--- src/rtl/branch_predictor_pkg.sv ---
//------------------------------------------------------------------------------
// Module      : branch_predictor_pkg
// Description : Shared branch-type enum, 2-bit counter encodings and the
//               saturating counter update helper for the branch predictor.
// Revision    : 1.0
//------------------------------------------------------------------------------
`default_nettype none

package branch_predictor_pkg;

   typedef enum logic [1:0] {
      OP_CC = 2'b00,
      OP_B  = 2'b01,
      OP_BL = 2'b10,
      OP_BX = 2'b11
   } branch_op_e;

   localparam logic [1:0] SNT = 2'b00;
   localparam logic [1:0] WNT = 2'b01;
   localparam logic [1:0] WT  = 2'b10;
   localparam logic [1:0] ST  = 2'b11;

   function automatic logic [1:0] sat_update(input logic [1:0] ctr, input logic taken);
      if (taken)
         return (ctr == ST) ? ST : ctr + 2'd1;
      else
         return (ctr == SNT) ? SNT : ctr - 2'd1;
   endfunction

endpackage

`default_nettype wire

--- src/rtl/return_address_stack.sv ---
//------------------------------------------------------------------------------
// Module      : return_address_stack
// Description : Circular return-address stack; a push when full overwrites
//               the oldest entry, a pop when empty is ignored.
// Revision    : 1.0
//------------------------------------------------------------------------------
`default_nettype none

module return_address_stack #(
   parameter int PC_WIDTH  = 16,
   parameter int RAS_DEPTH = 4
) (
   input  logic                clk,
   input  logic                rst,
   input  logic                push,
   input  logic                pop,
   input  logic                flush,
   input  logic [PC_WIDTH-1:0] push_addr,
   output logic [PC_WIDTH-1:0] top_addr,
   output logic                valid
);

   localparam int PTR_W = (RAS_DEPTH > 1) ? $clog2(RAS_DEPTH) : 1;
   localparam int CNT_W = $clog2(RAS_DEPTH + 1);
   localparam logic [PTR_W-1:0] LAST_SLOT = PTR_W'(RAS_DEPTH - 1);
   localparam logic [CNT_W-1:0] FULL_CNT  = CNT_W'(RAS_DEPTH);

   logic [PC_WIDTH-1:0] mem [RAS_DEPTH];
   logic [PTR_W-1:0]    wr_ptr;
   logic [PTR_W-1:0]    next_ptr;
   logic [PTR_W-1:0]    top_ptr;
   logic [CNT_W-1:0]    count;

   // wr_ptr is the next free slot; the top of stack sits one slot behind it
   assign next_ptr = (wr_ptr == LAST_SLOT) ? '0 : wr_ptr + 1'b1;
   assign top_ptr  = (wr_ptr == '0) ? LAST_SLOT : wr_ptr - 1'b1;
   assign valid    = (count != '0);
   assign top_addr = mem[top_ptr];

   always_ff @(posedge clk) begin
      if (rst) begin
         wr_ptr <= '0;
         count  <= '0;
      end else if (flush) begin
         count <= '0;
      end else if (push) begin
         mem[wr_ptr] <= push_addr;
         wr_ptr      <= next_ptr;
         if (count != FULL_CNT)
            count <= count + 1'b1;
      end else if (pop && valid) begin
         wr_ptr <= top_ptr;
         count  <= count - 1'b1;
      end
   end

endmodule

`default_nettype wire

--- src/rtl/branch_predictor.sv ---
//------------------------------------------------------------------------------
// Module      : branch_predictor
// Description : 2-bit-counter branch history table with static backward-taken
//               fallback; optional return-address stack for BL/BX enabled by
//               the macro BRANCH_PREDICTOR_RAS_EN.
// Revision    : 1.0
//------------------------------------------------------------------------------
`default_nettype none

module branch_predictor
   import branch_predictor_pkg::*;
#(
   parameter int PC_WIDTH    = 16,
   parameter int BHT_ENTRIES = 64,
   parameter int RAS_DEPTH   = 4
) (
   input  logic                clk_i,
   input  logic                reset_i,
   input  logic                is_branch_i,
   input  logic [1:0]          branch_op_code_i,
   input  logic                sign_bit_i,
   input  logic [PC_WIDTH-1:0] pc_i,
   input  logic                stall_i,
   input  logic                resolve_valid_i,
   input  logic [PC_WIDTH-1:0] resolve_pc_i,
   input  logic                resolve_taken_i,
   input  logic                flush_i,
   output logic                take_branch_o,
   output logic                speculative_o,
   output logic                ras_target_valid_o,
   output logic [PC_WIDTH-1:0] ras_target_o
);

   localparam int IDX_W = $clog2(BHT_ENTRIES);

   branch_op_e       op;
   logic [IDX_W-1:0] pred_idx;
   logic [IDX_W-1:0] res_idx;
   logic [1:0]       pred_ctr;
   logic [1:0]       bht [BHT_ENTRIES];
   logic             ras_valid;
   logic [PC_WIDTH-1:0] ras_top;
   logic             unused_bits;

   assign op       = branch_op_e'(branch_op_code_i);
   assign pred_idx = pc_i[IDX_W-1:0];
   assign res_idx  = resolve_pc_i[IDX_W-1:0];
   assign pred_ctr = bht[pred_idx];

   // Counters train on resolution even during stalls
   always_ff @(posedge clk_i) begin
      if (reset_i) begin
         for (int i = 0; i < BHT_ENTRIES; i++)
            bht[i] <= WNT;
      end else if (resolve_valid_i) begin
         bht[res_idx] <= sat_update(bht[res_idx], resolve_taken_i);
      end
   end

`ifdef BRANCH_PREDICTOR_RAS_EN
   logic ras_push;
   logic ras_pop;

   assign ras_push = is_branch_i && (op == OP_BL) && !stall_i;
   assign ras_pop  = is_branch_i && (op == OP_BX) && !stall_i;

   return_address_stack #(
      .PC_WIDTH  (PC_WIDTH),
      .RAS_DEPTH (RAS_DEPTH)
   ) u_ras (
      .clk       (clk_i),
      .rst       (reset_i),
      .push      (ras_push),
      .pop       (ras_pop),
      .flush     (flush_i),
      .push_addr (pc_i + 1'b1),
      .top_addr  (ras_top),
      .valid     (ras_valid)
   );
`else
   assign ras_valid = 1'b0;
   assign ras_top   = '0;
`endif

   always_comb begin
      take_branch_o      = 1'b0;
      speculative_o      = 1'b0;
      ras_target_valid_o = 1'b0;
      ras_target_o       = '0;
      if (is_branch_i && !reset_i) begin
         case (op)
            OP_CC: begin
               speculative_o = 1'b1;
               // Weak states defer to the static backward-taken rule
               if (pred_ctr == ST || pred_ctr == SNT)
                  take_branch_o = pred_ctr[1];
               else
                  take_branch_o = sign_bit_i;
            end
            OP_B, OP_BL: begin
               take_branch_o = 1'b1;
            end
            default: begin
               speculative_o      = 1'b1;
               take_branch_o      = ras_valid;
               ras_target_valid_o = ras_valid;
               ras_target_o       = ras_valid ? ras_top : '0;
            end
         endcase
      end
   end

   assign unused_bits = ^{pc_i, resolve_pc_i, stall_i, flush_i, ras_top};

endmodule

`default_nettype wire

--- config.mk ---
export PLATFORM = sky130hd
export DESIGN_NAME = branch_predictor
export DESIGN_NICKNAME = d
export VERILOG_FILES = /design/src/rtl/branch_predictor_pkg.sv /design/src/rtl/return_address_stack.sv /design/src/rtl/branch_predictor.sv
export SDC_FILE = /design/constraint.sdc
export NUM_CORES = 1
export LEC_CHECK = 0
export BUFFER_PORTS_ARGS = -buffer_cell sky130_fd_sc_hd__buf_2
export CAP_MARGIN = 10
export CORE_MARGIN = 10
export CORE_UTILIZATION = 49
export DETAILED_ROUTE_END_ITERATION = 10
export GPL_TIMING_DRIVEN = 1
export HOLD_SLACK_MARGIN = 0.08
export PLACE_DENSITY_LB_ADDON = 0.08
export SLEW_MARGIN = 20
export SYNTH_ARGS = -nofsm -noshare
export SYNTH_HDL_FRONTEND = slang
export SYNTH_HIERARCHICAL = 1
export SYNTH_SLANG_ARGS = --single-unit
--- constraint.sdc ---
create_clock -name clk_i -period 2.9 [get_ports clk_i]
set_clock_uncertainty 0.05 [all_clocks]
set_input_delay 0.29 -clock clk_i [delete_from_list [all_inputs] [get_ports clk_i]]
set_output_delay 0.29 -clock clk_i [all_outputs]
set_load 0.01 [all_outputs]
==> results of run 1 <==
## critical path, delay by kind of cell (launching register included)
kind                   cells  cell delay [ns]
AO/OA/AOI/OAI              3             0.76
buffers and inverters      1             0.14
flip-flops                 1             0.43
AND/OR/NAND/NOR            2             0.29
multiplexers               1             0.49
## stage by stage
step | worst slack (ns) | hold WS, ns
2_1_floorplan | 0.0682 | 0.553
3_3_place_gp | -0.273 | 0.670
3_5_place_dp | -0.278 | 0.683
4_1_cts | -0.00267 | 0.246
5_1_grt | -0.153 | 0.292
6_report | 0.00885 | 0.251
## layout make-up
cell class / count / area, µm² / share of cell area, %
Tap cell: 216 / 270 / 2.96
Timing Repair Buffer: 120 / 936 / 10.2
Inverter: 10 / 37.5 / 0.411
Clock buffer: 20 / 437 / 4.78
Sequential cell: 128 / 3840 / 42.1
Clock inverter: 12 / 95.1 / 1.04
Multi-Input combinational cell: 499 / 3520 / 38.5
## kinds of logic after synthesis
family / Yosys count / synth area share [%]
compound gates: 109 / 9.61
fa+ha+maj: 4 / 0.593
buf+inv: 101 / 7.02
flops: 128 / 49.2
mux: 77 / 16.3
other cells: 1 / 0.0480
simple gates: 292 / 17.2
## placed cells by master (no fill, tap or decap), drive strengths merged, types with 7 or more instances in the layout
cell,n
conb,17
a221o,11
mux2,14
nand2,95
a22oi,8
nor2,63
mux2i,24
nor3,46
nand4,7
clkbuf,20
o21ai,41
edfxtp,128
inv,10
a21oi,7
nor2b,7
mux4,39
buf,120
nand3,47
## power groups by stage
stage	Clock [mW]	Combinational, mW	Sequential, mW
after CTS	1.97	0.725	2.11
after floorplan	0	0.477	2.13
after global placement	0	0.708	2.15
after global routing	2.05	0.787	2.12
after detailed placement	0	0.715	2.15
final	1.96	0.742	2.11
## metal layers
metal,GRT usage (%),share of wire [%],vias up
li1,-,-,2804
met1,29.8,40,3195
met2,35.6,47,374
met3,6.06,10,70
met4,10.1,3.5,0
met5,0,0,-
## cells in the mapped netlist (all sizes together), types with 8 or more instances
library cell,instances,area share (%)
o21ai,41,2.6
nand3,47,3.0
mux2,14,2.0
nand2,95,4.6
a221o,11,1.4
edfxtp,128,49
nor2,63,3.0
clkbuf,44,2.1
nor3,46,2.9
a22oi,8,0.77
mux2i,24,3.1
mux4,39,11
inv,10,0.48
buf,47,4.4
## timing repair
| action | in CTS | in global routing |
|---|---|---|
| pin swaps | 1 | 2 |
| resized for setup | 9 | 1 |
| setup endpoints to repair | 1 | 9 |
| buffers inserted | 3 | 1 |
| hold endpoints to repair | 0 | 0 |
## worst max path at each step
stage	start	endpoint	slack [ns]	cells past startpoint
global placement	resolve_pc_i[0]	bht[30][0]	-0.27	9
floorplan	pc_i[0]	take_branch_o	0.07	8
finish	bht[50][0]	take_branch_o	0.009	7
detailed placement	resolve_pc_i[1]	bht[54][0]	-0.28	10
CTS	bht[30][1]	take_branch_o	-0.003	8
global route	bht[30][1]	take_branch_o	-0.15	8
==> impl_results.md, run 1 <==
* Required @ worst endpoint at 2.56 ns
* Post-Layout Cell Count at 1005
* NumNets Final at 820
* Top Registers: bht x128
* Via density at 6.41
* Worst Hold End: bht[19][1]
* Clock share of power at 40.7%
* DR DRC count at 0
* Flop-to-flop setup slack at 0.09 ns
* Hold Path Stages at 3
* Post-Synthesis Cells at 712
* Net Sw Power at 1.29 mW
* RSZ-0062 raised after global routing: yes
* CP max stage delay at 0.49 ns
* Total gr overflow at 0
* Die ar. at 21400 µm²
* Largest net degree at the start of global routing at 63
* Post-DR wirelength/cell at 24.7 µm
* Status: finished clean
* Max reg flops at 128
* TritonCTS clock tree: built
* Util after Layout at 57.9%
* Crit start category: flop
* Sequential area share after synthesis at 49.2%
* Fin crit period at 2.89 ns
* Least-Margin Pin Slew at 0.703 ns
* Worst Hold Class: in2reg
* Gp weighted congestion at 0.959
* Cell total after placement at 969
* Period utilization at 99.7%
* Post-Route WL at 24800 µm
* Clock latency on the worst-skew pair at 0.43 ns
* Pwr Density at 527 nW/µm²
* CTS root buf: clkbuf_16
* Top reg by flops: bht
* Hold wc startpoint: reset_i
* WS Path Type: reg2out
* DRT Pass-1 Iters at 8
* Yosys cell types at 55
* Worst-path fanout max at 2
* Crit-path cells: mux4_2, nor3_1, nor4_2, o311ai_2, o21ai_2, a221o_1, buf_2
* PortBufs at 21
* Static leakage at 3.08 nW
* Critical path endpoint category: primary output
* Synth Cell Area at 7810 µm²
* Fin area at 9140 µm²
* Dpl cell area at 8540 µm²
* Die X at 146 µm
* Reg2reg start: bht[60][1]
* Antenna Nets Post-Route at 0
* Slew HR at 53.2%
* Main synth FF type: edfxtp_1
* H-tree lvl count at 4
* DR iter-0 viols at 789
* Starting Density at 49.5%
* Switching portion of total power at 26.7%
* First-pass GRT wire length at 37800 µm
* Max-slew violation count at 0
* Hold buffers post-CTS at 0
* Maximum VDD drop at 0.422 mV
* Register clock-pin slew on the reported worst setup and hold paths at 0.06 ns
* Initial antenna violation count at 0
* Endpoints failing hold at 0
* Num CTS Buffers at 17
* Power Total at 4.82 mW
* # fillers at 1363
* Internal Power at 3.53 mW
* Post-synth EDFFs at 128
* Vert. Die Dim at 146 µm
* Register bit total from synthesis at 128
* Synth Area per Inst at 11.0 µm²
* Vias in the first global route at 6316
* Core area at 15800 µm²
* Layout cells sized above 1 at 26.1%
* Final setup fails at 0
* Vias at 6443
* Total Neg Setup Slack at 0 ns
* Max Cap Viol at 0
* Combinational Power Share at 15.4%
* Antenna cells at 0
* Io pins at 61
* Achievable Freq at 346 MHz
* Area growth, synth to finish at 17.0%
* GRT Total Usage at 23.0%
* Reg-to-Reg End: bht[30][0]
* FP Rows at 46
* CTS Buffer Depth at 2
* CP max stage cell: mux4_2
* R2R depth at 8
* Post-DP HPWL at 17900 µm
* Seq pwr share at 43.9%
* # clock sinks at 128
* Post-synth ARST share at 0%
* Ys Warns at 6
* CP Data Arrival Time at 2.55 ns
(Power assumes the default switching activity.)
==> inputs of run 2 (changes only) <==
Settings changed: BUFFER_PORTS_ARGS -buffer_cell sky130_fd_sc_hd__buf_2 to -buffer_cell sky130_fd_sc_hd__buf_4, SLEW_MARGIN 20 to 5.
==> impl_results.md, run 2 (synthesis results as in run 1) <==
* Status: finished with violations
* Failing checks: setup timing
* Static leakage at 3.05 nW
* Core area at 15800 µm²
* Worst-path fanout max at 2
* Crit path from: bht[20][1]
* Final setup fails at 1
* Top reg by flops: bht
* Crit-path cells: mux4_2, mux2i_2, mux2i_1, o311ai_1, a21o_1, o21ai_1, a221o_1, buf_6
* Switching portion of total power at 26.0%
* H-tree lvl count at 4
* CTS Buffer Depth at 2
* GR Layer Usage met1 at 29.9%
* First-pass GRT wire length at 37400 µm
* DRT Pass-1 Iters at 5
* Cell total after placement at 953
* Final WS setup at -0.0341 ns
* Clock latency on the worst-skew pair at 0.42 ns
* Area growth, synth to finish at 16.5%
* RSZ-0062 raised after global routing: yes
* Achievable Freq at 341 MHz
* Least-Margin Pin Slew at 0.654 ns
* TritonCTS clock tree: built
* Internal Power at 3.62 mW
* Vert. Die Dim at 146 µm
* Num CTS Buffers at 17
* Layout cells sized above 1 at 23.8%
* Largest net degree at the start of global routing at 47
* Max-slew violation count at 0
* WS Path Type: reg2out
* Worst Hold Class: in2reg
* Initial antenna violation count at 0
* DR DRC count at 0
* PortBufs at 21
* Io pins at 61
* Max Cap Viol at 0
* Commonest non-fill, non-tap cell in the layout: edfxtp_1
* Antenna cells at 0
* Net Sw Power at 1.27 mW
* Slew HR at 56.2%
* Commonest cells after routing, fill and taps aside: edfxtp_1, nand2_1, buf_4
* Hold buffers post-CTS at 0
* NumNets Final at 801
* Vias at 6257
* DR iter-0 viols at 726
* CP max stage cell: mux4_2
* Hold wc startpoint: reset_i
* Post-DR wirelength/cell at 24.7 µm
* Global routing's busiest layer: met2
* Endpoints failing hold at 0
* Gp weighted congestion at 0.960
* Clock share of power at 41.6%
* Crit start category: flop
* Total Neg Setup Slack at -0.0341 ns
* Antenna Nets Post-Route at 0
* Critical path endpoint category: primary output
* Period utilization at 101%
* Post-Route WL at 24300 µm
* # clock sinks at 128
* Vias in the first global route at 6249
* Starting Density at 49.5%
* Post-Layout Cell Count at 985
* Maximum VDD drop at 0.402 mV
* Pwr Density at 537 nW/µm²
* Seq pwr share at 43.2%
* Critical path buffers and inverters at 1
* Max reg flops at 128
* GRT Total Usage at 22.9%
* Via density at 6.35
* Register clock-pin slew on the reported worst setup and hold paths at 0.06 ns
* Die ar. at 21400 µm²
* FP Rows at 46
* Post-DP HPWL at 17600 µm
* Met3 global-route usage at 5.75%
* Fin crit period at 2.93 ns
* Met2 GRT Util at 35.8%
* CP Data Arrival Time at 2.59 ns
* Required @ worst endpoint at 2.56 ns
* CTS root buf: clkbuf_16
* Crit path max-delay family: multiplexers
* Total gr overflow at 0
* Die X at 146 µm
* Top Registers: bht x128
* Combinational Power Share at 15.2%
* Reg2reg start: bht[54][0]
* CP max stage delay at 0.50 ns
-- run 2: changes by cell type in the layout (fill, tap and decap cells not counted), moves of 2 or more --
cell      change
buf_12        +5
buf_4         -4
clkbuf_1      -2
o21ai_1       +2
buf_2        -21
-- run 2: path summary, 6_finish.rpt --
path / endpoint / slack (ns) / cells after the start
hold / removal: bht[52][0] / 0.39 / 3
setup / recovery: take_branch_o / -0.03 / 8
hold reg to reg: bht[10][1] / 1.45 / 6
setup reg to reg: bht[62][0] / 0.03 / 8
-- run 2: through the flow --
step           total power, mW  hold slack [ns]  instance area (µm²)  worst slack [ns]  utilization (%)
3_3_place_gp              2.86            0.783                 8530            -0.105             54.1
6_report                  4.89            0.387                 9100           -0.0341             57.7
5_1_grt                   5.05            0.377                 9100            -0.127             57.7
2_1_floorplan             2.61            0.553                 7870            0.0682                -
3_5_place_dp              2.88            0.806                 8530            -0.171             54.1
4_1_cts                   4.88            0.367                 9100          -0.00874             57.7
-- run 2: cell type report --
type	count	area (µm²)
clock buffers	18	429
flip-flops and latches	128	3840
fillers	1359	6670
well taps	216	270
repair buffers	101	912
clock inverters	13	123
multi-input cells	499	3490
inverters	10	37.5
-- run 2: metal layers --
metal / up-vias / wire, µm
met1: 3081 / 10000
met4: 0 / 854
met3: 64 / 2090
met5: - / 0
met2: 348 / 11400
li1: 2764 / -
-- run 2: what timing repair did --
action	4_1_cts	5_1_grt
pin swaps	1	3
resized for setup	6	1
endpoints found under the setup margin	1	57
setup buffers	1	0
-- run 2: power by group through the flow --
stage | Combinational, mW | Clock [mW] | Sequential [mW]
4_1_cts | 0.735 | 2.04 | 2.11
3_5_place_dp | 0.728 | 0 | 2.15
5_1_grt | 0.786 | 2.15 | 2.12
3_3_place_gp | 0.718 | 0 | 2.15
2_1_floorplan | 0.477 | 0 | 2.13
6_report | 0.744 | 2.03 | 2.11
-- run 2: tightest hold or removal path, stage by stage --
cell and delay, ns:
buf_4 0.09, inv_2 0.16, nand2_1 0.16
